$ cat config.mk
export PLATFORM = sky130hd
export DESIGN_NAME = ysyx_24080014_mem_arbiter
export DESIGN_NICKNAME = d
export VERILOG_FILES = /design/src/rtl/ysyx_24080014_mem_arbiter.sv
export SDC_FILE = /design/constraint.sdc
export NUM_CORES = 1
export LEC_CHECK = 0
export ABC_AREA = 1
export BUFFER_PORTS_ARGS = -buffer_cell sky130_fd_sc_hd__buf_2
export CAP_MARGIN = 20
export CELL_PAD_IN_SITES_DETAIL_PLACEMENT = 1
export CELL_PAD_IN_SITES_GLOBAL_PLACEMENT = 1
export CORE_AREA = 2 2 118 120
export CTS_CLUSTER_SIZE = 30
export DETAILED_ROUTE_END_ITERATION = 10
export DIE_AREA = 0 0 120 122
export PLACE_DENSITY = 0.93
export SETUP_SLACK_MARGIN = 0.5
export SLEW_MARGIN = 10
export SYNTH_ARGS = -nofsm -noshare
export SYNTH_HDL_FRONTEND = slang
export SYNTH_SLANG_ARGS = --single-unit
$ cat constraint.sdc
create_clock -name clock -period 3.6 [get_ports clock]
set_input_delay 0.72 -clock clock [delete_from_list [all_inputs] [get_ports clock]]
set_output_delay 0.72 -clock clock [all_outputs]
set_load 0.005 [all_outputs]
$ cat src/rtl/ysyx_24080014_mem_arbiter.sv
// Purpose: shares one memory port between IFU fetches and LSU loads/stores, one transaction in flight.
// Latency: accept -> mem request next cycle -> response forwarded in the same cycle it arrives (2 cycles minimum).
// Backpressure: requesters are held off outside IDLE; mem_resp_ready follows the owner's resp_ready.
// Optional: define ARB_ROUND_ROBIN_EN to alternate grants on a tie (default is fixed LSU priority).
module ysyx_24080014_mem_arbiter #(
    parameter int ADDR_W = 32,
    parameter int DATA_W = 32
) (
    input  logic                clock,
    input  logic                reset,
    input  logic                ifu_req_valid,
    output logic                ifu_req_ready,
    input  logic [ADDR_W-1:0]   ifu_addr,
    output logic                ifu_resp_valid,
    input  logic                ifu_resp_ready,
    output logic [DATA_W-1:0]   ifu_rdata,
    input  logic                lsu_req_valid,
    output logic                lsu_req_ready,
    input  logic [ADDR_W-1:0]   lsu_addr,
    input  logic                lsu_wen,
    input  logic [DATA_W-1:0]   lsu_wdata,
    input  logic [DATA_W/8-1:0] lsu_wmask,
    output logic                lsu_resp_valid,
    input  logic                lsu_resp_ready,
    output logic [DATA_W-1:0]   lsu_rdata,
    output logic                mem_req_valid,
    input  logic                mem_req_ready,
    output logic [ADDR_W-1:0]   mem_addr,
    output logic                mem_wen,
    output logic [DATA_W-1:0]   mem_wdata,
    output logic [DATA_W/8-1:0] mem_wmask,
    input  logic                mem_resp_valid,
    output logic                mem_resp_ready,
    input  logic [DATA_W-1:0]   mem_rdata,
    output logic                arb_busy
);

    typedef enum logic [1:0] {
        IDLE = 2'd0,
        REQ  = 2'd1,
        RESP = 2'd2
    } state_t;

    state_t state;
    state_t stateNext;
    logic   owner;          // 0 = IFU, 1 = LSU
    logic   grantLsu;
    logic   acceptIfu;
    logic   acceptLsu;
    logic   ownerRespRdy;

`ifdef ARB_ROUND_ROBIN_EN
    logic   lastGrant;      // 0 = IFU, 1 = LSU; resets to LSU so IFU wins the first tie
`endif

    // Winner selection among the requests presented while idle
    always_comb begin
`ifdef ARB_ROUND_ROBIN_EN
        if (ifu_req_valid && lsu_req_valid) begin
            grantLsu = ~lastGrant;
        end else begin
            grantLsu = lsu_req_valid;
        end
`else
        grantLsu = lsu_req_valid;
`endif
    end

    // Reset gating keeps ready low while reset is held, so no handshake appears to happen
    assign acceptIfu    = (state == IDLE) && !reset && ifu_req_valid && !grantLsu;
    assign acceptLsu    = (state == IDLE) && !reset && lsu_req_valid && grantLsu;
    assign ownerRespRdy = owner ? lsu_resp_ready : ifu_resp_ready;

    // State register
    always_ff @(posedge clock) begin
        if (reset) begin
            state <= IDLE;
        end else begin
            state <= stateNext;
        end
    end

    // Next-state: accept, wait for memory to take the request, wait for the owner to take the response
    always_comb begin
        stateNext = state;
        case (state)
            IDLE:    if (acceptIfu || acceptLsu)             stateNext = REQ;
            REQ:     if (mem_req_ready)                      stateNext = RESP;
            RESP:    if (mem_resp_valid && ownerRespRdy)     stateNext = IDLE;
            default:                                         stateNext = IDLE;
        endcase
    end

    // Owner and request fields captured at accept; IFU requests are always reads with zero write fields
    always_ff @(posedge clock) begin
        if (reset) begin
            owner     <= 1'b0;
            mem_addr  <= '0;
            mem_wen   <= 1'b0;
            mem_wdata <= '0;
            mem_wmask <= '0;
`ifdef ARB_ROUND_ROBIN_EN
            lastGrant <= 1'b1;
`endif
        end else if (acceptLsu) begin
            owner     <= 1'b1;
            mem_addr  <= lsu_addr;
            mem_wen   <= lsu_wen;
            mem_wdata <= lsu_wdata;
            mem_wmask <= lsu_wmask;
`ifdef ARB_ROUND_ROBIN_EN
            lastGrant <= 1'b1;
`endif
        end else if (acceptIfu) begin
            owner     <= 1'b0;
            mem_addr  <= ifu_addr;
            mem_wen   <= 1'b0;
            mem_wdata <= '0;
            mem_wmask <= '0;
`ifdef ARB_ROUND_ROBIN_EN
            lastGrant <= 1'b0;
`endif
        end
    end

    // Handshake outputs; responses reach only the owner and only in RESP
    always_comb begin
        ifu_req_ready  = acceptIfu;
        lsu_req_ready  = acceptLsu;
        arb_busy       = (state != IDLE);
        mem_req_valid  = 1'b0;
        mem_resp_ready = 1'b0;
        ifu_resp_valid = 1'b0;
        ifu_rdata      = '0;
        lsu_resp_valid = 1'b0;
        lsu_rdata      = '0;
        case (state)
            REQ: begin
                mem_req_valid = 1'b1;
            end
            RESP: begin
                mem_resp_ready = ownerRespRdy;
                if (owner) begin
                    lsu_resp_valid = mem_resp_valid;
                    lsu_rdata      = mem_rdata;
                end else begin
                    ifu_resp_valid = mem_resp_valid;
                    ifu_rdata      = mem_rdata;
                end
            end
            default: begin
            end
        endcase
    end

endmodule

Word-level counts from Yosys, hierarchy flattened:

Index checks and enable logic that the tools add are counted.

* flip-flop bits (word level): 72
* bits of input ports: 141

* eq/ne operators: 5
* mux-type cells: 24
* reductions and logical operators: 13

Operators with widths (count)
* 2-to-1 mux 32 bit: 8
* 2-to-1 mux 1 bit: 10
* 2-to-1 mux 4 bit: 2
* logical AND 1 bit: 6
* 2-to-1 mux 2 bit: 3
* case mux 2 bit (3 select lines): 1
* != test 2 bit, second input constant: 2
* nonzero test 2 bit: 2
* AND reduction 3 bit: 1
* == test 2 x 1 -> 1 bit, second input constant: 1
* == test 2 bit, second input constant: 1
* logical NOT 1 bit: 2
* logical NOT 2 bit: 1
* != test 2 x 1 -> 1 bit, second input constant: 1
* logical OR 1 bit: 1

Depth between registers and ports, before layout:

Gate-level depths: netlist of the first run.

* depth in word-level cells: 7
* mapped depth: 8
* depth with buffers taken out: 6

Worst setup path after synthesis of the first run:

Ideal clock, no wire load.

* kind: in2out
* start: in lsu_req_valid
* end: out ifu_req_ready
* path buffers: 2
* data required time: 2.880 ns
* arrival time: 1.402 ns
* slack: 1.478 ns
* cell stages on the path: 5
* path through: buf_2 > clkbuf_1 > inv_1 > nand4_1 > inv_1

* longest elaborated chain between the ends: 2

Ends and longest elaborated chain
* start, declared: RTL line 17 `input logic lsu_req_valid,`
* logical NOT 1 bit: RTL line 70 `assign acceptIfu = (state == IDLE) && !reset && ifu_req_valid && !grantLsu;`
* logical AND 1 bit: RTL line 70
* end, declared: RTL line 12 `output logic ifu_req_ready,`

No other way between the ends.

Worst setup path in the final report of the first run:

* start: reg state[0]
* end: out lsu_req_ready

* longest elaborated chain between the ends: 4

Ends and longest elaborated chain
* start, declared: RTL line 44 `state_t state;`
* start signal, assigned: RTL line 79 `state <= stateNext;`
* logical NOT 2 bit: RTL line 71 `assign acceptLsu = (state == IDLE) && !reset && lsu_req_valid && grantLsu;`
* logical AND 1 bit (3 in series): RTL line 71
* end, declared: RTL line 18 `output logic lsu_req_ready,`

No other way between the ends.

==> impl_metrics.env, run 1 <==
export IMPL_syn_num_nets=686
export IMPL_yosys_area_top_type_share=0.409
export IMPL_h_tree_depth=3
export IMPL_netlist_top_cells_area="dfxtp_1 41%, nand2_1 22%, a21oi_1 10%, nor2_1 7.1%, nand4_1 5.9%"
export IMPL_die_y_um=122
export IMPL_setup_viol=0
export IMPL_antenna_found_initial=1
export IMPL_fp_dieArea_mm2=0.0146
export IMPL_drtIter0Drc=108
export IMPL_rsz0062_at_grt="no"
export IMPL_place_area_mm2=0.00495
export IMPL_grt_overflow=0
export IMPL_via_per_inst=4.48
export IMPL_chipWidth_um=120
export IMPL_vias=4417
export IMPL_drtPass1Iterations=4
export IMPL_drv_cap=0
export IMPL_hold_viol_final=0
export IMPL_tritoncts="built"
export IMPL_path_max_fanout=36
export IMPL_drtAntennaViolNets=0
export IMPL_ioPinCount=281
export IMPL_final_cell_area_mm2=0.00531
export IMPL_syn_area_mm2=0.00352
export IMPL_hpwl_mm=10.5
export IMPL_core_area_mm2=0.0135
export IMPL_tightest_slew_ps=774
export IMPL_ctsResizeCount=0
export IMPL_path_clk_slew_ps=60
export IMPL_portBuffers=280
export IMPL_cts_sinks=72
export IMPL_grt_pass1_wl_mm=20.8
export IMPL_num_rows=43
export IMPL_ys_ff_latch=72
export IMPL_timing_final_crit_share=0.725
export IMPL_synth_compound_area_frac=0.110
export IMPL_ys_types=18
export IMPL_required_ps=2880
export IMPL_setup_tns_ps=0
export IMPL_clock_root_buffer="clkbuf_16"
export IMPL_post_route_drc_count=0
export IMPL_grt_max_degree=72
export IMPL_grt_pass1_vias=4178
export IMPL_grt_util_all_layers=0.177
export IMPL_cts_setup_buffers=0
export IMPL_yosys_area_share_simple=0.368
export IMPL_start_kind="flop"
export IMPL_start_util=0.261
export IMPL_ir_worst_vdd_mv=0.218
export IMPL_ys_seq_area_frac=0.409
export IMPL_drt_wl_total_mm=14.1
export IMPL_hp_class="flop to flop"
export IMPL_synthXorXnorAreaFrac=0
export IMPL_slew_headroom=0.484
export IMPL_power_leakage_nw=3.01
export IMPL_finalClockSkew_ps=13.8
export IMPL_gp_congestion=0.773
export IMPL_layout_drive_gt1_share=0.387
export IMPL_setup_ws_ps=989
export IMPL_yosys_warnings=0
export IMPL_avgSynthCellArea_um2=6.46
export IMPL_wl_per_cell_um=14.3
export IMPL_synth_area_mux_share=0
export IMPL_min_period_ps=2610
export IMPL_place_ws_ps=1100
export IMPL_final_nets=942
export IMPL_cts_buffers=9
export IMPL_cp_end_kind="output port"
export IMPL_fmax_mhz=383
export IMPL_synthAdderAreaFrac=0
export IMPL_synthCells=545
export IMPL_area_delta_synth_final_pct=50.7
export IMPL_synth_top_area_cell="dfxtp_1"
export IMPL_arrival_ps=1890
export IMPL_status="finished clean"
export IMPL_maxSlewViolCount=0
export IMPL_synth_top_family_by_area="simple AND/OR/NAND/NOR gates"
export IMPL_clk_path_buf_depth=2
export IMPL_clock_latency_ps=330
export IMPL_cts_hold_buf=0
export IMPL_path_class="flop to output port"
export IMPL_pwr_density_cell_mw_per_mm2=402
path summary, 6_finish.rpt:
path                 from             to  slack [ps]  cells after the start
max              state[0]  lsu_req_ready         990                      4
min          mem_wmask[2]   mem_wmask[2]         460                      2
max reg2reg      state[0]  mem_wdata[16]        1400                      6
min reg2reg  mem_wmask[2]   mem_wmask[2]         460                      2
area by class of cell:
type | instances | area (um^2)
flip-flops and latches | 72 | 1440
inverters | 44 | 165
diodes | 1 | 2.50
fillers | 1844 | 8200
clock inverters | 6 | 67.6
multi-input cells | 387 | 1680
clock buffers | 10 | 229
well taps | 180 | 225
repair buffers | 287 | 1490
flip-flops by register name, indices dropped and copies added, names as in the netlist:
name and cells:
owner 1, state 2, mem_wmask 4, mem_wdata 32, mem_addr 32, mem_wen 1
cell usage after synthesis:
cell        n
buf_6       6
nor2_2      2
nand4_1    33
a21oi_1    71
clkbuf_1   15
nand2_1   207
dfxtp_1    72
nor2_8      1
inv_2       5
buf_4       1
nand3_4     1
nor2_1     67
nand3_1     1
o211ai_4    1
or2_1       1
o21ai_0     2
inv_1      39
buf_2      20
logic make-up (layout without fill, tap and decap cells):
group | count (synthesis) | in the layout
other | 0 | 1
DFF | 72 | 72
buffers and inverters | 86 | 347
AOI/OAI and AO/OA | 74 | 74
and+or+nand+nor | 313 | 313
power breakdown:
part	switching (mW)	leakage, nW	total (mW)	internal [mW]
sequential	0.0250	0.588	0.869	0.844
clock	0.347	0.139	0.886	0.539
combinational	0.220	2.28	0.377	0.156
layout by cell type (no fill, tap or decap), drive strengths merged:
| cell | n |
|---|---|
| buf | 287 |
| nand2 | 207 |
| dfxtp | 72 |
| a21oi | 71 |
| nor2 | 70 |
| inv | 45 |
| nand4 | 33 |
| clkbuf | 10 |
| o21ai | 2 |
| clkinvlp | 2 |
| nand3 | 2 |
| clkinv | 2 |
| diode | 1 |
| or2 | 1 |
| o211ai | 1 |
| bufinv | 1 |
per-layer routing:
| layer | part of all wire | wire [um] | GRT usage | vias up |
|---|---|---|---|---|
| met1 | 0.39 | 5430 | 0.194 | 2014 |
| met5 | 0 | 0 | 0 | - |
| met2 | 0.52 | 7280 | 0.326 | 167 |
| li1 | - | - | - | 2220 |
| met3 | 0.078 | 1100 | 0.0552 | 16 |
| met4 | 0.021 | 292 | 0.0574 | 0 |
critical path: stages, from the launching register on:
cell     delay [ps]
dfxtp_1         380
nor2_8          420
nand3_4         460
inv_2           150
buf_2           130
through the flow:
stage	total power, mW	hold WS (ps)	utilization	std cells
after global routing	2.26	474	0.393	987
after detailed placement	1.26	452	0.367	968
after global placement	1.25	445	0.367	968
after floorplan	1.09	456	-	545
final	2.13	456	0.393	987
after CTS	2.17	461	0.389	984
No activity file was read; power rests on OpenSTA's default activity.
==> run 2, diff against run 1 <==
- CORE_AREA: 2 2 118 120 -> 2 2 122 124
- DIE_AREA: 0 0 120 122 -> 0 0 124 126
- PLACE_DENSITY: 0.93 -> 0.88
- clock period: 3.6 -> 2.5 ns (I/O delays scaled with it)
==> run 2 against run 1 <==
Net effect:
- setup slack worse by 460 ps
- design area increased by 1.7%
- count of clock-buffer cells in the layout decreased by 1
- combinational power rose by 49%
- first-iteration DRC count shrank 19%
- sequential power is 44% higher
- critical endpoint is now ifu_rdata[18]
- clock power increased by 43%
- power grew 45%
- critical path depth increased by 2
- highest routed layer unchanged
- core utilization shrank 1.6 points
- largest cell class unchanged
==> impl_metrics.env, run 2 (synthesis results as in run 1) <==
export IMPL_hold_viol_final=0
export IMPL_chipWidth_um=124
export IMPL_clk_path_buf_depth=2
export IMPL_min_period_ps=1970
export IMPL_portBuffers=280
export IMPL_gp_congestion=0.776
export IMPL_clock_root_buffer="clkbuf_16"
export IMPL_num_rows=44
export IMPL_slew_headroom=0.471
export IMPL_grt_pass1_wl_mm=21.7
export IMPL_maxSlewViolCount=0
export IMPL_reg2reg_depth=5
export IMPL_arrival_ps=1470
export IMPL_min_to="mem_wdata[27]"
export IMPL_pwr_density_cell_mw_per_mm2=572
export IMPL_wl_per_cell_um=14.6
export IMPL_ioPinCount=281
export IMPL_clock_latency_ps=320
export IMPL_final_nets=947
export IMPL_die_y_um=126
export IMPL_post_route_drc_count=0
export IMPL_drtPass1Iterations=4
export IMPL_start_kind="flop"
export IMPL_tritoncts="built"
export IMPL_drtAntennaViolNets=0
export IMPL_ff2ff_setup_slack_ps=1060
export IMPL_path_class="flop to output port"
export IMPL_met2_wirelength_mm=7.55
export IMPL_cts_hold_buf=0
export IMPL_min_path_cells=3
export IMPL_drt_met1_wl_mm=5.41
export IMPL_rsz0062_at_grt="yes"
export IMPL_grt_pass1_vias=4424
export IMPL_cp_end_kind="output port"
export IMPL_cp_num_buf_inv=3
export IMPL_fp_dieArea_mm2=0.0156
export IMPL_ir_worst_vdd_mv=0.289
export IMPL_via_per_inst=4.49
export IMPL_required_ps=2000
export IMPL_final_cell_mix="280 x buf_2, 207 x nand2_1, 71 x a21oi_1, 69 x dfxtp_1, 50 x nor2_1"
export IMPL_setup_viol=0
export IMPL_drtIter0Drc=87
export IMPL_cts_buffers=9
export IMPL_area_delta_synth_final_pct=53.3
export IMPL_fmax_mhz=508
export IMPL_wl_met3_mm=1.15
export IMPL_drv_cap=0
export IMPL_drt_wl_total_mm=14.5
export IMPL_grt_overflow=0
export IMPL_cpPeakStageDelay_ps=390
export IMPL_timing_final_crit_share=0.787
export IMPL_vias=4475
export IMPL_finalClockSkew_ps=9.30
export IMPL_largestRegisters="mem_addr x32, mem_wdata x32, mem_wmask x4"
export IMPL_tightest_slew_ps=794
export IMPL_cts_sinks=72
export IMPL_rr_endpoint="mem_addr[4]"
export IMPL_antenna_found_initial=1
export IMPL_setup_tns_ps=0
export IMPL_crit_family="simple AND/OR/NAND/NOR gates"
export IMPL_path_max_fanout=6
export IMPL_layout_commonest_cell="buf_2"
export IMPL_hp_start="lsu_wdata[27]"
export IMPL_grt_max_degree=72
export IMPL_power_leakage_nw=3.02
export IMPL_hpwl_mm=10.4
export IMPL_hp_class="input pin to flop"
export IMPL_core_area_mm2=0.0143
export IMPL_h_tree_depth=3
export IMPL_r2r_start="state[1]"
export IMPL_cp_slowest_cell="dfxtp_4"
export IMPL_highest_layer="met4"
export IMPL_path_clk_slew_ps=60
export IMPL_grt_util_all_layers=0.176
export IMPL_finalPower_mw=3.09
export IMPL_crit_chain="inv_2 > nor2_4 > inv_4 > or2_4 > nor2_2 > buf_2"
export IMPL_status="finished clean"
export IMPL_start_util=0.246
export IMPL_layout_drive_gt1_share=0.418
run 2: changes by cell type in the layout (fill, tap and decap cells not counted), sizes merged:
cell,delta
clkbuf,-1
clkinv,+2
or2,+4
buf,+1
clkinvlp,-1
run 2: worst max path at each step:
stage | from | depth (start not counted) | to | slack [ps]
final | state[1] | 6 | ifu_rdata[18] | 530
after floorplan | state[1] | 7 | ifu_rdata[0] | 800
after CTS | state[1] | 6 | ifu_rdata[18] | 470
after detailed placement | state[0] | 5 | ifu_rdata[18] | 260
after global placement | state[0] | 5 | ifu_rdata[14] | 470
after global routing | state[1] | 6 | ifu_rdata[3] | 430
run 2: power breakdown:
| group | internal (mW) | total [mW] | switching, mW | leakage (nW) |
|---|---|---|---|---|
| Clock | 0.772 | 1.27 | 0.500 | 0.146 |
| Combinational | 0.234 | 0.562 | 0.328 | 2.29 |
| Sequential | 1.22 | 1.25 | 0.0387 | 0.589 |
| Total | 2.22 | 3.09 | 0.867 | 3.02 |
run 2: area by class of cell:
cell class | instances | area (um^2)
multi-input combinational | 391 | 1770
tap | 184 | 230
fill | 1925 | 8920
sequential | 72 | 1450
clock buffer | 9 | 225
clock inverter | 7 | 70.1
inverter | 44 | 168
antenna | 1 | 2.50
timing repair buffer | 288 | 1490
run 2: timing repair:
action | 4_1_cts | 5_1_grt
cloned | 3 | 1
gates resized for setup | 9 | 23
setup buffers | 0 | 0
pin swaps | 2 | 5
setup endpoints to repair | 66 | 42
run 2: per-stage QoR:
step                      hold WS (ps)   util  cells  setup WS [ps]  area, um^2
after floorplan                    456      -    545            796        3520
after global placement             446  0.349    975            469        4990
after detailed placement           452  0.349    975            263        4990
after CTS                          410  0.372    994            475        5330
after global routing               416  0.377    996            435        5400
final                              421  0.377    996            532        5400
run 2: per-layer routing:
layer | vias up | GRT usage
met5 | - | 0
met4 | 0 | 0.0635
met3 | 23 | 0.0462
met2 | 173 | 0.339
met1 | 2047 | 0.179
li1 | 2232 | -
run 2: tightest hold or removal path, delay by kind of cell:
kind / cells / cell delay [ps]
AO/OA/AOI/OAI: 1 / 60
AND/OR/NAND/NOR: 1 / 50
buffers and inverters: 1 / 90
